**src/rtl/count_monitor_pkg.sv**
```systemverilog
// count_monitor_pkg: shared states and default sizes for the counter monitor
package count_monitor_pkg;

    localparam int DEF_WIDTH    = 4;
    localparam int DEF_LOCK_LEN = 4;
    localparam int DEF_ERR_W    = 8;
    localparam int WRAP_W       = 8;

    typedef enum logic {
        SYNC,
        LOCKED
    } state_t;

endpackage

```
**src/rtl/count_predictor.sv**
```systemverilog
// count_predictor: keeps one sample of counter history and predicts the next value (wrap_hit only with COUNT_MONITOR_WRAP_EN)
module count_predictor
    import count_monitor_pkg::*;
#(
    parameter int WIDTH = DEF_WIDTH
) (
    input  logic             clk,
    input  logic             reset,
    input  logic             dut_reset,
    input  logic             enable,
    input  logic [WIDTH-1:0] count,
    output logic [WIDTH-1:0] expected,
    output logic             cmp_valid,
    output logic             match
`ifdef COUNT_MONITOR_WRAP_EN
    ,
    output logic             wrap_hit
`endif
);

    logic [WIDTH-1:0] prev;
    logic             prev_en;
    logic             prev_rst;
    logic             hist_valid;

    // history always follows the observed sample so resync starts from whatever was seen
    always_ff @(posedge clk) begin
        if (reset) begin
            prev       <= '0;
            prev_en    <= 1'b0;
            prev_rst   <= 1'b0;
            hist_valid <= 1'b0;
        end else begin
            prev       <= count;
            prev_en    <= enable;
            prev_rst   <= dut_reset;
            hist_valid <= 1'b1;
        end
    end

    // prediction is a pure function of the history flops; counter reset beats enable
    always_comb begin
        expected  = prev_rst ? '0 : prev_en ? prev + 1'b1 : prev;
        cmp_valid = hist_valid;
        match     = count == expected;
`ifdef COUNT_MONITOR_WRAP_EN
        wrap_hit  = match && prev_en && (prev == '1) && (count == '0);
`endif
    end

endmodule

```
**src/rtl/count_monitor.sv**
```systemverilog
// count_monitor: passive lock/mismatch checker for an up-counter; COUNT_MONITOR_WRAP_EN adds a wrap_count output
module count_monitor
    import count_monitor_pkg::*;
#(
    parameter int WIDTH    = DEF_WIDTH,
    parameter int LOCK_LEN = DEF_LOCK_LEN,
    parameter int ERR_W    = DEF_ERR_W
) (
    input  logic              clk,
    input  logic              reset,
    input  logic              dut_reset,
    input  logic              enable,
    input  logic [WIDTH-1:0]  count,
    output logic              locked,
    output logic              mismatch,
    output logic [ERR_W-1:0]  err_count,
    output logic [WIDTH-1:0]  expected
`ifdef COUNT_MONITOR_WRAP_EN
    ,
    output logic [WRAP_W-1:0] wrap_count
`endif
);

    localparam int RUN_W = $clog2(LOCK_LEN + 1);

    state_t             state, state_n;
    logic [RUN_W-1:0]   run, run_n;
    logic               mismatch_n;
    logic [ERR_W-1:0]   err_n;
    logic               cmp_valid;
    logic               match;
`ifdef COUNT_MONITOR_WRAP_EN
    logic               wrap_hit;
`endif

    count_predictor #(
        .WIDTH(WIDTH)
    ) u_pred (
        .clk       (clk),
        .reset     (reset),
        .dut_reset (dut_reset),
        .enable    (enable),
        .count     (count),
        .expected  (expected),
        .cmp_valid (cmp_valid),
        .match     (match)
`ifdef COUNT_MONITOR_WRAP_EN
        ,
        .wrap_hit  (wrap_hit)
`endif
    );

    assign locked = state == LOCKED;

    // lock after LOCK_LEN consecutive matches; a locked mismatch pulses once and drops back to SYNC
    always_comb begin
        state_n    = state;
        run_n      = run;
        mismatch_n = 1'b0;
        err_n      = err_count;
        if (cmp_valid) begin
            if (state == SYNC) begin
                if (!match) begin
                    run_n = '0;
                end else if (run == RUN_W'(LOCK_LEN - 1)) begin
                    state_n = LOCKED;
                    run_n   = '0;
                end else begin
                    run_n = run + 1'b1;
                end
            end else if (!match) begin
                state_n    = SYNC;
                mismatch_n = 1'b1;
                err_n      = (err_count == '1) ? err_count : err_count + 1'b1;
            end
        end
    end

    // registered state, run length, pulse and saturating error count
    always_ff @(posedge clk) begin
        if (reset) begin
            state     <= SYNC;
            run       <= '0;
            mismatch  <= 1'b0;
            err_count <= '0;
        end else begin
            state     <= state_n;
            run       <= run_n;
            mismatch  <= mismatch_n;
            err_count <= err_n;
        end
    end

`ifdef COUNT_MONITOR_WRAP_EN
    // count legal all-ones to zero rollovers, saturating
    always_ff @(posedge clk) begin
        if (reset)
            wrap_count <= '0;
        else if (cmp_valid && wrap_hit && wrap_count != '1)
            wrap_count <= wrap_count + 1'b1;
    end
`endif

endmodule

```
**config.mk**
```make
export PLATFORM = sky130hd
export DESIGN_NAME = count_monitor
export DESIGN_NICKNAME = d
export VERILOG_FILES = /design/src/rtl/count_monitor_pkg.sv /design/src/rtl/count_predictor.sv /design/src/rtl/count_monitor.sv
export SDC_FILE = /design/constraint.sdc
export NUM_CORES = 1
export LEC_CHECK = 0
export CAP_MARGIN = 0
export CORE_AREA = 2 2 48 50
export CTS_CLUSTER_DIAMETER = 50
export DETAILED_ROUTE_END_ITERATION = 6
export DIE_AREA = 0 0 50 52
export GPL_TIMING_DRIVEN = 0
export HOLD_SLACK_MARGIN = 0.02
export PLACE_DENSITY = 0.78
export SYNTH_ARGS = -nofsm -noshare
export SYNTH_HDL_FRONTEND = slang
export SYNTH_SLANG_ARGS = --single-unit
```
**constraint.sdc**
```tcl
create_clock -name clk -period 3.58 [get_ports clk]
set_clock_uncertainty 0.2 [all_clocks]
set_input_delay 0.716 -clock clk [delete_from_list [all_inputs] [get_ports clk]]
set_output_delay 0.716 -clock clk [all_outputs]
set_load 0.01 [all_outputs]
```
==> results_dict.tcl <==
set metrics [dict create \
    status "finished, final reports clean" \
    holdCritPathClass "reg -> reg" \
    ys.flop_type "dfxtp_1" \
    numCtsBuffers 3 \
    synth-simple-area-share 0.2968 \
    vdd_drop_max_v 0.0002326 \
    postCtsHoldBufs 0 \
    crit_path_start "u_pred.prev_en" \
    synth_top_area_share 0.3941 \
    multiInputGateArea_um2 578.1 \
    async_flop_share 0 \
    syn_to_final_growth_pct 28.33 \
    ys_warn_count 0 \
    ff_latch_area_um2 400.4 \
    yosys.area.top_type "dfxtp_1" \
    maxSlewHeadroom 0.6624 \
    dr.pass1.iters 3 \
    synth_common_cells "dfxtp_1 (20), nor2_1 (10), nor2b_1 (9)" \
    seq_area_frac_synth 0.3941 \
    min_from "run[2]" \
    ios 22 \
    cts_tree "done" \
    rsz0062_at_grt "no" \
    leakage_nw 0.4587 \
    synth_top_family_by_area "simple AND/OR/NAND/NOR gates" \
    met1_usage 0.2032 \
    synth_cells 106 \
    timing.fmax_mhz 373.2 \
    synth_compound_area_frac 0.1527 \
    drc 0 \
    antenna_found_initial 0 \
    num_antenna_cells 0 \
    synthMuxAreaShare 0.04926 \
    synth_area_per_cell_um2 9.585 \
    hold_slack_ns 0.2811 \
    final_hold_viol_count 0 \
    start_util 0.4825 \
    synth_area_leaders "dfxtp_1 (39%), nor2b_1 (5.5%), or3_1 (4.3%), ha_1 (3.7%), nor2_1 (3.7%)" \
    min_period_over_period 0.7484 \
    critical_path_class "reg -> out" \
    vias 861 \
    synth-adder-area-share 0.03695 \
    wl_per_cell_um 12.70 \
    period_needed_ns 2.679 \
    grt_pass1_vias 753 \
    fp.dieArea_mm2 0.002600 \
    grt_use_total 0.1725 \
    numPortBuffers 20 \
    cp-end-kind "primary output" \
    root_buffer "clkbuf_4" \
    post_cts_buffers 0 \
    grt_most_used_layer "met2" \
    maxCapViolCount 0 \
    syn_nets 117 \
    grt_use_met3 0.03736 \
    power_density_mw_per_mm2 362.0 \
    rr_startpoint "u_pred.prev[0]" \
    gp_congestion 0.7088 \
    rows 17 \
    clk_path_buf_depth 2 \
    grt_first_pass_wirelength_um 3325 \
    cp_max_fo 4 \
    clk_latency_ns 0.30 \
    grt.overflow.total 0 \
    setup_viol 0 \
    cts_max_level 1 \
    fin_nets 142 \
    grt_max_degree 13 \
    drt_iter0_drc 4 \
    tightest_slew_ns 0.5027 \
    synth.distinct_cells 37 \
    die_h_um 52 \
    grt_use_met2 0.2829 \
    synth_edf_count 0 \
    die_w_um 50 \
    critPathLaunchType "register" \
    yosysMostFrequentCell "dfxtp_1" \
    ys_ff_latch 20 \
    clkTransAtPathRegs_ns 0.12 \
    synth_xor_area_frac 0.03325 \
    viasPerCell 5.449 \
    cts_resized 0 \
    slew_viol_final 0 \
    drive_gt1_frac 0.1385 \
    fillCellCount 180 \
    drtAntennaViolNets 0 \
    wl_um 2007 \
    timing.setup.tns_ns 0 \
    hpwl_um 1573 \
    worstPathRequired_ns 2.66 \
    core_mm2 0.002106 \
    arrival_ns 1.76 \
    synth_area_mm2 0.001016 \
    clkSinkCount 20 \
]
[sequential cells by signal, summed over array words and instances, names as in the netlist]
| signal | flops |
|---|---|
| u_pred.prev_rst | 1 |
| u_pred.cmp_valid | 1 |
| u_pred.prev_en | 1 |
| run | 3 |
| err_count | 8 |
| mismatch | 1 |
| locked | 1 |
| u_pred.prev | 4 |
[routing by layer]
metal	share of wire	vias up	wire [um]
met2	0.50	16	995
met4	0.020	0	40
met3	0.030	4	60
met1	0.45	402	911
met5	0	-	0
li1	-	439	-
[placed cells by master (no fill, tap or decap), types with 2 or more instances in the layout]
cell type / instances
dfxtp_1: 20
clkdlybuf4s50_1: 20
nor2_1: 10
nor2b_1: 9
or3_1: 7
a21oi_1: 7
nand3_1: 5
inv_1: 3
o21ai_0: 3
or4_1: 3
nand2_1: 3
ha_1: 3
clkbuf_4: 3
mux2i_1: 2
mux2_4: 2
nand4_1: 2
buf_4: 2
o21ai_1: 2
nor3_1: 2
o31ai_1: 2
[area by class of cell]
cell class	instances	area share
buffer	3	0.02015
clock buffer	3	0.01727
clock inverter	1	0.02303
inverter	3	0.008637
multi-input combinational	80	0.4434
sequential	20	0.3071
tap	28	0.02687
timing repair buffer	20	0.1536
[metrics by stage]
| step | cell area, um^2 | setup WS, ns | instances | power [W] | utilization |
|---|---|---|---|---|---|
| after floorplan | 1016 | 1.326 | 106 | 0.0002724 | - |
| after global placement | 1251 | 0.8178 | 154 | 0.0002914 | 0.5942 |
| after detailed placement | 1251 | 0.7785 | 154 | 0.0002938 | 0.5942 |
| after CTS | 1304 | 0.8732 | 158 | 0.0004767 | 0.6191 |
| after global routing | 1304 | 0.7793 | 158 | 0.0004972 | 0.6191 |
| final | 1304 | 0.9007 | 158 | 0.0004719 | 0.6191 |
[power by group]
group	internal (W)	switching, W
clock	0.000113	0.0000705
sequential	0.000227	0.00000450
combinational	0.0000276	0.0000290
[worst paths after layout]
kind | end | slack (ns) | cells past startpoint
hold / removal | run[2] | 0.28 | 1
setup / recovery | expected[3] | 0.90 | 4
setup reg to reg | err_count[0] | 1.15 | 7
hold reg to reg | run[2] | 0.28 | 1
[kinds of logic after synthesis]
family,Yosys count
AO/OA/AOI/OAI,21
buffers and inverters,6
AND/OR/NAND/NOR,49
multiplexers,4
XOR/XNOR,3
flip-flops,20
adder cells (fa/ha/maj),3
[worst max-delay path, cell delays in order, from the launching register on]
cell,delay [ns]
dfxtp_1,0.43
nand4_1,0.14
xor2_1,0.33
nor2_1,0.08
clkdlybuf4s50_1,0.49
(Power assumes the default switching activity.)
